<file path="src/rtl/inst_fetch_seq_pkg.sv">
// Shared types for the instruction fetch sequencer.
package inst_fetch_seq_pkg;

  localparam int unsigned InstrW = 32;

  typedef logic [31:0] address_t;

  typedef enum logic [1:0] {
    StBoot,
    StRun,
    StWait
  } fetch_state_e;

  // A fetched instruction together with the address it was read from.
  typedef struct packed {
    logic              valid;
    logic [InstrW-1:0] instr;
    address_t          pc;
  } fetch_entry_t;

endpackage

</file>
<file path="src/rtl/fetch_skid_buf.sv">
// Single-entry skid buffer that catches imem read data returning while decode holds.
module fetch_skid_buf
  import inst_fetch_seq_pkg::*;
#(
  parameter int unsigned ADDR_W = 32
) (
  input  logic              clk,
  input  logic              reset,
  input  logic              load,
  input  logic              drain,
  input  logic              squash,
  input  logic [InstrW-1:0] in_instr,
  input  logic [ADDR_W-1:0] in_pc,
  output logic              valid,
  output logic [InstrW-1:0] instr,
  output logic [ADDR_W-1:0] pc
);

  logic              valid_q, valid_d;
  logic [InstrW-1:0] instr_q, instr_d;
  logic [ADDR_W-1:0] pc_q, pc_d;

  // Squash beats load beats drain; a load replaces any held entry.
  always_comb begin
    valid_d = valid_q;
    instr_d = instr_q;
    pc_d    = pc_q;
    if (squash) begin
      valid_d = 1'b0;
    end else if (load) begin
      valid_d = 1'b1;
      instr_d = in_instr;
      pc_d    = in_pc;
    end else if (drain) begin
      valid_d = 1'b0;
    end
  end

  // Entry storage with synchronous reset.
  always_ff @(posedge clk) begin
    if (reset) begin
      valid_q <= 1'b0;
      instr_q <= '0;
      pc_q    <= '0;
    end else begin
      valid_q <= valid_d;
      instr_q <= instr_d;
      pc_q    <= pc_d;
    end
  end

  assign valid = valid_q;
  assign instr = instr_q;
  assign pc    = pc_q;

endmodule

</file>
<file path="src/rtl/inst_fetch_seq.sv">
// Instruction fetch sequencer: owns the PC, drives imem, delivers instr/PC pairs to decode.
module inst_fetch_seq
  import inst_fetch_seq_pkg::*;
#(
  parameter int unsigned       ADDR_W    = 32,
  parameter logic [ADDR_W-1:0] RESET_VEC = '0
) (
  input  logic              clk,
  input  logic              reset,
  input  logic [ADDR_W-1:0] new_pc,
  input  logic              jump,
  input  logic [ADDR_W-1:0] int_vect,
  input  logic              int_jump,
  input  logic              hold,
  input  logic              if_wait,
  input  logic              wake,
  output logic [ADDR_W-1:0] imem_addr,
  output logic              imem_en,
  input  logic [InstrW-1:0] imem_data,
  output logic [InstrW-1:0] ir,
  output logic [ADDR_W-1:0] ir_pc,
  output logic              ir_valid,
  output logic [ADDR_W-1:0] int_ret_pc,
  output logic              waiting
);

  fetch_state_e      state_q, state_d;
  logic [ADDR_W-1:0] pc_q, pc_d;
  logic              fl_valid_q, fl_valid_d;  // read issued last cycle, data on imem_data now
  logic [ADDR_W-1:0] fl_pc_q, fl_pc_d;
  logic [InstrW-1:0] ir_q, ir_d;
  logic [ADDR_W-1:0] ir_pc_q, ir_pc_d;
  logic              ir_valid_q, ir_valid_d;
  logic [ADDR_W-1:0] int_ret_pc_q, int_ret_pc_d;

  logic              skid_load, skid_drain, skid_squash;
  logic              skid_valid;
  logic [InstrW-1:0] skid_instr;
  logic [ADDR_W-1:0] skid_pc;

  logic              fetch;
  logic [ADDR_W-1:0] resume_pc;

  fetch_skid_buf #(
    .ADDR_W (ADDR_W)
  ) u_skid (
    .clk      (clk),
    .reset    (reset),
    .load     (skid_load),
    .drain    (skid_drain),
    .squash   (skid_squash),
    .in_instr (imem_data),
    .in_pc    (fl_pc_q),
    .valid    (skid_valid),
    .instr    (skid_instr),
    .pc       (skid_pc)
  );

  // Next-state, PC and delivery logic; control inputs are taken in fixed priority order.
  always_comb begin
    state_d      = state_q;
    pc_d         = pc_q;
    fl_valid_d   = 1'b0;
    fl_pc_d      = fl_pc_q;
    ir_d         = ir_q;
    ir_pc_d      = ir_pc_q;
    ir_valid_d   = ir_valid_q;
    int_ret_pc_d = int_ret_pc_q;
    skid_load    = 1'b0;
    skid_drain   = 1'b0;
    skid_squash  = 1'b0;
    fetch        = 1'b0;

    // Oldest instruction not yet handed to decode, ignoring the one currently in ir.
    if (skid_valid) begin
      resume_pc = skid_pc;
    end else if (fl_valid_q) begin
      resume_pc = fl_pc_q;
    end else begin
      resume_pc = pc_q;
    end

    if (int_jump) begin
      // A held ir has not been consumed, so it is where the handler must return to.
      int_ret_pc_d = (ir_valid_q && hold) ? ir_pc_q : resume_pc;
      pc_d         = int_vect;
      skid_squash  = 1'b1;
      ir_valid_d   = 1'b0;
      state_d      = StRun;
    end else if (jump) begin
      pc_d        = new_pc;
      skid_squash = 1'b1;
      ir_valid_d  = 1'b0;
      if (state_q != StWait) begin
        state_d = StRun;
      end
    end else if (hold) begin
      // No new read is issued, so at most the one outstanding word needs parking.
      skid_load = fl_valid_q;
    end else if (if_wait) begin
      pc_d        = resume_pc;
      skid_squash = 1'b1;
      ir_valid_d  = 1'b0;
      state_d     = StWait;
    end else begin
      case (state_q)
        StWait: begin
          if (wake) begin
            state_d = StBoot;
          end
        end
        StBoot, StRun: begin
          fetch      = 1'b1;
          pc_d       = pc_q + ADDR_W'(1);
          fl_valid_d = 1'b1;
          fl_pc_d    = pc_q;
          state_d    = StRun;
        end
        default: state_d = StBoot;
      endcase

      // The skid entry is older than anything in flight, so it goes first.
      if (skid_valid) begin
        ir_d       = skid_instr;
        ir_pc_d    = skid_pc;
        ir_valid_d = 1'b1;
        skid_drain = 1'b1;
      end else if (fl_valid_q) begin
        ir_d       = imem_data;
        ir_pc_d    = fl_pc_q;
        ir_valid_d = 1'b1;
      end else begin
        ir_valid_d = 1'b0;
      end
    end
  end

  // State, PC, in-flight tag and decode-facing registers.
  always_ff @(posedge clk) begin
    if (reset) begin
      state_q      <= StBoot;
      pc_q         <= RESET_VEC;
      fl_valid_q   <= 1'b0;
      fl_pc_q      <= '0;
      ir_q         <= '0;
      ir_pc_q      <= '0;
      ir_valid_q   <= 1'b0;
      int_ret_pc_q <= '0;
    end else begin
      state_q      <= state_d;
      pc_q         <= pc_d;
      fl_valid_q   <= fl_valid_d;
      fl_pc_q      <= fl_pc_d;
      ir_q         <= ir_d;
      ir_pc_q      <= ir_pc_d;
      ir_valid_q   <= ir_valid_d;
      int_ret_pc_q <= int_ret_pc_d;
    end
  end

  assign imem_addr  = pc_q;
  assign imem_en    = fetch && !reset;
  assign ir         = ir_q;
  assign ir_pc      = ir_pc_q;
  assign ir_valid   = ir_valid_q;
  assign int_ret_pc = int_ret_pc_q;
  assign waiting    = (state_q == StWait);

endmodule

</file>
<file path="config.mk">
export PLATFORM = sky130hd
export DESIGN_NAME = inst_fetch_seq
export DESIGN_NICKNAME = d
export VERILOG_FILES = /design/src/rtl/inst_fetch_seq_pkg.sv /design/src/rtl/fetch_skid_buf.sv /design/src/rtl/inst_fetch_seq.sv
export SDC_FILE = /design/constraint.sdc
export NUM_CORES = 1
export LEC_CHECK = 0
export ABC_AREA = 1
export CAP_MARGIN = 5
export CORE_MARGIN = 5
export CORE_UTILIZATION = 39
export CTS_BUF_LIST = sky130_fd_sc_hd__clkbuf_2
export DETAILED_ROUTE_END_ITERATION = 6
export GPL_TIMING_DRIVEN = 0
export PLACE_DENSITY_LB_ADDON = 0.12
export SETUP_SLACK_MARGIN = 0.1
export SYNTH_ARGS = -nofsm -noshare
export SYNTH_HDL_FRONTEND = slang
export SYNTH_SLANG_ARGS = --single-unit
</file>
<file path="constraint.sdc">
create_clock -name clk -period 2.05 [get_ports clk]
set_input_delay 0.3075 -clock clk [delete_from_list [all_inputs] [get_ports clk]]
set_output_delay 0.3075 -clock clk [all_outputs]
set_load 0.1 [all_outputs]
</file>
### Word level (Yosys, flattened, before mapping)

Cells that the tools add are included.

* flip-flop bits (word level): 229
* latch bits: 0
* memory bits (writable): 0
* memory bits (read-only): 0
* output and inout bits: 131
* memories kept: 0

* add/subtract/negate cells: 1
* multipliers: 0
* div/mod/pow operators: 0
* $lt $le $gt $ge: 0
* equal/unequal tests: 9
* shifts and indexed selects: 0
* mux-type cells: 41
* bitwise logic cells: 5
* reductions and logical operators: 17

Operators by type and width (number)
* $mux 32: 12
* $add 32x1->32 const B: 1
* $mux 1: 23
* $mux 2: 5
* $reduce_and 5->1: 2
* $reduce_and 3->1: 2
* $reduce_or 2->1: 3
* $ne 5x5->1 const B: 1
* $not 1->1: 5
* $ne 2x2->1 const B: 2
* $ne 4x4->1 const B: 1
* $pmux 2 s2: 1
* $reduce_and 2->1: 2
* $reduce_bool 2->1: 2
* $reduce_bool 4->1: 1
* $ne 3x1->1 const B: 1
* $ne 3x3->1 const B: 1
* $reduce_or 3->1: 1
* $eq 2x1->1 const B: 1
* $eq 2x2->1 const B: 1
* $logic_and 1x1->1: 2
* $logic_not 2->1: 1
* $ne 2x1->1 const B: 1
* $logic_not 1->1: 1

### Longest topological paths before layout

Gate-level depths: netlist of run 1.

* depth in word-level cells: 8
* gate-level depth with buffers: 12
* mapped depth without buffers: 12

### Modules after synthesis

Synthesis of run 1 repeated with hierarchy kept, for this count alone.

* cells, all modules: 1731
* area total of the unflattened synthesis: 11688.7 um^2

Modules (own cells, without submodules)
* inst_fetch_seq: instances 1, cells an instance 1311, area an instance 8859.7 um^2, seq. area each 3283.1 um^2
* fetch_skid_buf: instances 1, cells an instance 420, area an instance 2829.0 um^2, seq. area each 1301.2 um^2

### Worst setup path after synthesis of run 1

No wires, ideal clock.

* kind: in2out
* start: input if_wait
* end: output imem_en
* data arrival time: 2.340 ns
* setup slack: -0.597 ns
* stages on the path: 6
* buffers on the path: 3
* cell sequence: buf_2 > nor2_1 > nand3_1 > buf_2 > buf_2 > nor2_1

* word-level cells in the longest chain between the ends: 5

RTL lines
* start, declared: RTL line inst_fetch_seq.sv:15 `input logic if_wait,`
* $mux 1
* $mux 1: RTL line inst_fetch_seq.sv:97 `end else if (hold) begin`
* $mux 1
* $mux 1: RTL line inst_fetch_seq.sv:83 `if (int_jump) begin`
* $logic_and 1x1->1: RTL line inst_fetch_seq.sv:162 `assign imem_en = fetch && !reset;`
* end, declared: RTL line inst_fetch_seq.sv:18 `output logic imem_en,`

Every way passes these cells.

### Worst setup path in the final report of run 1

* start: register state_q[1]
* end: output imem_en

* word-level cells in the longest chain between the ends: 8

RTL lines
* start, declared: RTL line inst_fetch_seq.sv:27 `fetch_state_e state_q, state_d;`
* start signal, assigned: RTL line inst_fetch_seq.sv:141 `state_q <= StBoot;`
* start signal, assigned: RTL line inst_fetch_seq.sv:150 `state_q <= state_d;`
* $eq 2x1->1 / $logic_not 2->1 (equally long branches): RTL line inst_fetch_seq.sv:106 `case (state_q)`
* $reduce_or 2->1 (*): RTL line inst_fetch_seq.sv:106
* $mux 1 (*): RTL line inst_fetch_seq.sv:106
* $mux 1 (*)
* $mux 1 (*): RTL line inst_fetch_seq.sv:97
* $mux 1 (*)
* $mux 1 (*): RTL line inst_fetch_seq.sv:83
* $logic_and 1x1->1 (*): RTL line inst_fetch_seq.sv:162

Mark *: on every way between the ends. The rest lies on a longest branch, timed or not.

==> impl_metrics.py, run 1 <==
metrics = {
    "status": {
        "outcome": "finished with violations",
        "violations": "negative setup slack",
    },
    "worst_setup_path": {
        "arrival_ps": 1810,
        "r2r_start": "u_skid.valid",
        "crit_path_max_incr_delay_ps": 350,
        "path_cells": "inv_4 -> nand3_4 -> buf_6 -> nor2_4 -> buf_12",
        "cpLargestDelayFamily": "buffers and inverters",
        "critical_path_class": "reg2out",
        "worst_ep_required_time_ps": 1740,
        "cpMaxStageDelayCell": "dfxtp_2",
        "critPathLaunchType": "register",
        "crit_fanout": 3,
        "critPathLaunch": "state_q[1]",
        "path_buf_inv": 3,
        "endpoint_kind": "primary output",
    },
    "cells_and_area": {
        "finalNetCount": 2002,
        "syn2layout_area_growth_pct": 35.35,
        "stdcell_area_sq_mm": 0.01491,
        "drive_gt1_share_pct": 19.12,
    },
    "synth": {
        "yosysSeqAreaShare_pct": 41.62,
        "synthArstFlopShare_pct": 0,
        "synth_top_cell_area_share_pct": 41.62,
        "ys_ff_latch": 229,
        "syn_inst": 1568,
        "syn-num-nets": 1672,
        "synth_edf_count": 0,
        "synth.most_common_cell": "nand2_1",
        "yosys_warnings": 0,
        "synth_area_sq_mm": 0.01102,
        "synth.avg_cell_area_sq_um": 7.025,
        "yosysTopAreaCell": "dfxtp_1",
        "synth_commonest_cells": "nand2_1, dfxtp_1, o21ai_0, a21oi_1, nor2_1",
        "yosysUniqueCellTypes": 41,
        "synth_area_leaders": "dfxtp_1, nand2_1, o21ai_0",
        "ys.flop_type": "dfxtp_1",
    },
    "timing": {
        "fin_ws_ps": -71.79,
        "final.setup_skew_ps": 67.17,
        "rsz0062_at_grt": "yes",
        "final_max_slew_viol_count": 0,
        "hold_violations": 0,
        "period_minus_slack_ps": 2122,
        "worst_pin_slew_ps": 771.0,
        "holdWs_ps": 55.75,
        "final.period_utilization_pct": 103.5,
        "relSlewSlack_pct": 48.60,
        "clock.fmax_mhz": 471.3,
        "setup_viol_count_final": 1,
    },
    "detailed_routing": {
        "first_pass_iters": 6,
        "vias": 12668,
        "avgViaCountPerCell": 5.449,
        "drt_iter0_markers": 1277,
        "drc_errors": 0,
        "drt-total-wl_um": 46840,
        "ant_nets": 0,
        "post_drt_wl_per_cell_um": 20.15,
    },
    "clock_network": {
        "cts.path.max_buffers": 3,
        "h-tree-depth": 2,
        "tritoncts": "done",
        "clk_latency_ps": 920,
        "clkTransAtPathRegs_ps": 100,
        "cts.sinks": 229,
        "root_buffer": "clkbuf_2",
        "cts_buffers": 60,
    },
    "placed_design": {
        "port_buffers": 230,
        "place_congestion": 0.9574,
        "dpl_cell_area_sq_mm": 0.01383,
        "place_hpwl_um": 35110,
    },
    "worst_hold_path": {
        "min_from": "imem_data[11]",
        "hold_path.class": "in2reg",
    },
    "power_and_ir_drop": {
        "p_per_area_mw_per_mm2": 663.0,
        "ir_drop_v": 0.0004498,
        "p_leak_uw": 0.006079,
    },
    "die": {
        "die_area_sq_mm": 0.03171,
        "pin_count": 234,
        "die_x_um": 178.1,
        "fp.coreArea_sq_mm": 0.02786,
        "initial_core_util_pct": 39.54,
        "rows": 61,
        "die_h_um": 178.1,
    },
    "global_routing": {
        "grt_overflow": 0,
        "grt_max_degree": 18,
        "antenna_found_initial": 1,
        "first_global_vias": 12081,
        "grt_pass1_wl_um": 69330,
        "grt_use_total_pct": 28.34,
    },
    "flow_run": {
        "drv_cap": 0,
    },
}
## power breakdown
group,internal (uW),switching [uW]
clock network,1160,2020
registers,4580,193
logic,624,1310
total,6360,3530
## worst paths after layout
kind | slack, ps | endpoint | depth (start not counted)
setup reg to reg | 170 | ir_pc[29] | 6
hold reg to reg | 460 | u_skid.pc[13] | 2
setup / recovery | -70 | imem_en | 5
hold / removal | 60 | u_skid.instr[11] | 3
## metrics by stage
step / worst slack [ps] / power, uW / setup TNS, ps / util (%) / std cells
finish: -71.79 / 9885 / -71.79 / 53.52 / 2325
global route: -143.2 / 10300 / -178.1 / 53.52 / 2325
CTS: -263.6 / 9919 / -317.2 / 52.74 / 2322
detailed placement: -1449 / 6687 / -62570 / 49.65 / 2176
global placement: -1420 / 6679 / -59050 / 49.65 / 2176
floorplan: -130.8 / 5968 / -130.8 / - / 1568
## cell families after synthesis
family,after synthesis,share of synthesized area [%]
compound gates,537,28.07
xor+xnor,7,0.5566
fa+ha+maj,1,0.1136
buf+inv,239,8.951
flops,229,41.62
simple gates,555,20.70
## flip-flops by register name (all words and copies together) (netlist names)
signal	cells
fl_pc_q	32
imem_addr	32
int_ret_pc	32
ir	32
ir_pc	32
u_skid.instr	32
u_skid.pc	32
state_q	2
fl_valid_q	1
ir_valid	1
u_skid.valid	1
## tightest hold or removal path, stage by stage
cell and delay (ps):
clkdlybuf4s50_1 440, nor2_1 120, nor2_1 50
## layout by cell type, fill, tap and decap left out, types with 10 or more instances in the layout
| master | Yosys | layout |
|---|---|---|
| nand2_1 | 305 | 304 |
| o21ai_0 | 195 | 195 |
| dfxtp_1 | 229 | 192 |
| a21oi_1 | 179 | 179 |
| nor2_1 | 176 | 169 |
| inv_1 | 113 | 111 |
| clkdlybuf4s50_1 | 0 | 99 |
| clkbuf_2 | 3 | 96 |
| buf_6 | 1 | 68 |
| buf_4 | 5 | 63 |
| clkbuf_1 | 61 | 54 |
| a211oi_1 | 54 | 54 |
| buf_2 | 47 | 43 |
| o211ai_1 | 38 | 38 |
| nand3_1 | 34 | 32 |
| dfxtp_2 | 0 | 31 |
| a221oi_1 | 30 | 30 |
| dlygate4sd3_1 | 0 | 29 |
| o22ai_1 | 27 | 27 |
| clkinv_1 | 2 | 18 |
| buf_8 | 0 | 14 |
| nor2_4 | 6 | 11 |
| nand4_1 | 10 | 10 |
## final cells by class
class | instances | area (sq um)
Timing Repair Buffer | 269 | 2726
Clock buffer | 86 | 430.4
Fill cell | 2841 | 12950
Clock inverter | 24 | 107.6
Tap cell | 378 | 473.0
Multi-Input combinational cell | 1100 | 5517
Sequential cell | 229 | 4646
Antenna cell | 1 | 2.502
Inverter | 119 | 449.2
Buffer | 119 | 558.0
## repair_timing
| item | in CTS | in global routing |
|---|---|---|
| endpoints found under the hold margin | 28 | 0 |
| setup endpoints to repair | 144 | 70 |
| setup buffers | 7 | 3 |
| hold buffers | 29 | 0 |
| pin swaps | 3 | 4 |
| resized for setup | 871 | 71 |
## per-layer routing
metal / GRT usage, % / vias up / part of all wire [%]
met4: 9.894 / 0 / 3.5
met1: 37.13 / 5898 / 41
li1: - / 6041 / -
met2: 46.76 / 611 / 47
met5: 0 / - / 0
met3: 5.490 / 118 / 8.2
Note: power is estimated with default switching activity, not from simulation.
==> run 2: changes to the inputs <==
--- a/config.mk
+++ b/config.mk
@@ -5,14 +5,13 @@
 export SDC_FILE = /design/constraint.sdc
 export NUM_CORES = 1
 export LEC_CHECK = 0
-export ABC_AREA = 1
 export CAP_MARGIN = 5
 export CORE_MARGIN = 5
 export CORE_UTILIZATION = 39
 export CTS_BUF_LIST = sky130_fd_sc_hd__clkbuf_2
 export DETAILED_ROUTE_END_ITERATION = 6
 export GPL_TIMING_DRIVEN = 0
-export PLACE_DENSITY_LB_ADDON = 0.12
+export PLACE_DENSITY = 0.69
 export SETUP_SLACK_MARGIN = 0.1
 export SYNTH_ARGS = -nofsm -noshare
 export SYNTH_HDL_FRONTEND = slang
==> run 2 against run 1 <==
Effect of this change: core utilization rose by 0.50 points; worst hold slack got worse by 14 ps; global-route usage rose by 0.99 points; power increased by 2.3%; clock skew decreased by 14 ps; routed wire length is 3.4% higher; design area grew 0.66%; the run still ends with negative setup slack left; largest power group unchanged; first-iteration DRC count rose by 14%.
==> impl_metrics.py, run 2 <==
metrics = {
    "timing": {
        "final_max_slew_viol_count": 0,
        "setup-tns-final_ps": -277.2,
        "worst_pin_slew_ps": 1064,
        "setup_viol_count_final": 13,
        "rsz0062_at_grt": "yes",
        "period_minus_slack_ps": 2134,
        "relSlewSlack_pct": 29.04,
        "fin_ws_ps": -84.17,
        "final.period_utilization_pct": 104.1,
        "hold_violations": 0,
        "final.setup_skew_ps": 52.79,
        "clock.fmax_mhz": 468.6,
    },
    "die": {
        "pin_count": 234,
        "die_h_um": 177.6,
        "die_x_um": 177.6,
        "initial_core_util_pct": 39.42,
        "rows": 61,
        "die_area_sq_mm": 0.03153,
        "fp.coreArea_sq_mm": 0.02778,
    },
    "worst_hold_path": {
        "hold_path.class": "in2reg",
    },
    "clock_network": {
        "cts.sinks": 229,
        "cts.path.max_buffers": 3,
        "tritoncts": "done",
        "clkTransAtPathRegs_ps": 110,
        "h-tree-depth": 2,
        "root_buffer": "clkbuf_2",
        "clk_latency_ps": 900,
        "cts_buffers": 60,
    },
    "global_routing": {
        "grt_max_degree": 17,
        "first_global_vias": 11837,
        "met2_usage_pct": 44.79,
        "grt.met1_usage_pct": 37.90,
        "grt_use_total_pct": 29.33,
        "antenna_found_initial": 2,
        "grt_pass1_wl_um": 71250,
        "grtUsageMet3_pct": 9.672,
        "grt_overflow": 0,
        "grt-busiest-layer": "met2",
    },
    "status": {
        "outcome": "finished with violations",
        "violations": "negative setup slack",
    },
    "detailed_routing": {
        "drt_iter0_markers": 1460,
        "avgViaCountPerCell": 5.740,
        "drc_errors": 0,
        "vias": 12312,
        "post_drt_wl_per_cell_um": 22.57,
        "ant_nets": 0,
        "drt-total-wl_um": 48410,
        "first_pass_iters": 6,
    },
    "worst_setup_path": {
        "cpLargestDelayFamily": "flip-flops",
        "crit_path_max_incr_delay_ps": 380,
        "r2r_slack_ps": 0,
        "crit_fanout": 4,
        "critPathLaunchType": "register",
        "arrival_ps": 1830,
        "endpoint_kind": "primary output",
        "path_cells": "nor2_4 -> nand2_4 -> nor2_4 -> buf_12",
        "path_buf_inv": 1,
        "cp_common_cell": "nor2_4",
        "cpMaxStageDelayCell": "dfxtp_4",
        "critical_path_class": "reg2out",
        "worst_ep_required_time_ps": 1740,
    },
    "cells_and_area": {
        "mostFrequentLayoutCell": "nand2_1",
        "final_cell_mix": "nand2_1, dfxtp_1, buf_4",
        "drive_gt1_share_pct": 22.32,
        "fill_cells": 2722,
        "finalNetCount": 1827,
        "syn2layout_area_growth_pct": 37.04,
    },
    "synth": {
        "synth_edf_count": 0,
        "synthArstFlopShare_pct": 0,
        "synth_area_sq_mm": 0.01095,
        "syn_inst": 1374,
        "synth_top_cell_area_share_pct": 41.86,
        "ys.flop_type": "dfxtp_1",
        "yosys_warnings": 0,
        "synth.avg_cell_area_sq_um": 7.971,
        "yosysTopAreaCell": "dfxtp_1",
        "syn-num-nets": 1478,
        "synth_commonest_cells": "nand2_1, dfxtp_1, a21oi_1, nor2_1, clkbuf_1",
        "ys_ff_latch": 229,
        "yosysUniqueCellTypes": 66,
        "yosysSeqAreaShare_pct": 41.86,
        "synth_area_leaders": "dfxtp_1, nand2_1, mux2i_1",
        "synth.most_common_cell": "nand2_1",
    },
    "power_and_ir_drop": {
        "p_leak_uw": 0.005422,
        "p_per_area_mw_per_mm2": 673.6,
        "ir_drop_v": 0.0003563,
        "total_power_uw": 10110,
    },
    "placed_design": {
        "place_congestion": 1.043,
        "port_buffers": 232,
        "place_hpwl_um": 34300,
    },
    "flow_run": {
        "drv_cap": 0,
    },
}
[run 2: report_power, final]
| group | total (uW) | internal, uW | switching, uW |
|---|---|---|---|
| Combinational | 2090 | 668 | 1420 |
| Sequential | 4720 | 4560 | 163 |
| Clock | 3300 | 1320 | 1980 |
[run 2: logic make-up (layout without fill, tap and decap cells)]
logic type / after synthesis / count (layout) / share of synthesized area [%]
other: 0 / 2 / 0
xor gates and xnor gates: 13 / 13 / 1.040
AOI/OAI and AO/OA: 388 / 388 / 23.76
adders and majority gates: 1 / 1 / 0.1142
buffers and inverters: 136 / 527 / 5.335
and+or+nand+nor: 541 / 541 / 21.86
DFF: 229 / 229 / 41.86
muxes: 66 / 66 / 6.032
[run 2: layout make-up]
type | count | area [sq um] | area share [%]
antenna | 2 | 5.005 | 0.03335
buffer | 124 | 700.7 | 4.669
inverter | 12 | 45.04 | 0.3001
sequential | 229 | 4673 | 31.14
timing repair buffer | 287 | 2675 | 17.82
multi-input combinational | 1009 | 5898 | 39.30
clock buffer | 94 | 470.5 | 3.135
clock inverter | 10 | 67.56 | 0.4502
tap | 378 | 473.0 | 3.151
[run 2: worst paths after layout]
kind / start / to / cells past startpoint
worst max-delay path: state_q[1] / imem_en / 4
worst min-delay path: imem_data[20] / u_skid.instr[20] / 3
worst max register to register: state_q[1] / imem_addr[12] / 7
worst min register to register: u_skid.instr[21] / u_skid.instr[21] / 2
[run 2: what timing repair did]
action | CTS | global route
hold buffers | 30 | 0
cloned | 0 | 0
gates resized for setup | 892 | 61
endpoints found under the setup margin | 353 | 166
hold endpoints to repair | 31 | 0
pin swaps | 7 | 9
buffers inserted | 11 | 14
[run 2: routing by layer]
metal	up-vias	routed length, um
met5	-	20
met4	2	2178
met3	161	6085
met2	797	20890
met1	5726	19240
li1	5626	-
[run 2: worst min-delay path, cell delays in order]
cell	delay, ps
clkdlybuf4s50_1	430
nand2_1	70
a21oi_1	50
[run 2: metrics by stage]
stage | worst slack [ps] | instance area [sq um] | cells | utilization [%] | hold WS [ps]
after global placement | -1612 | 13860 | 1984 | 49.91 | 441.4
after CTS | -157.6 | 14750 | 2129 | 53.11 | 2.141
after floorplan | -8.059 | 11070 | 1374 | - | 436.0
after detailed placement | -1594 | 13860 | 1984 | 49.91 | 446.9
final | -84.17 | 15010 | 2145 | 54.02 | 41.96
after global routing | -152.8 | 15010 | 2144 | 54.01 | 7.240
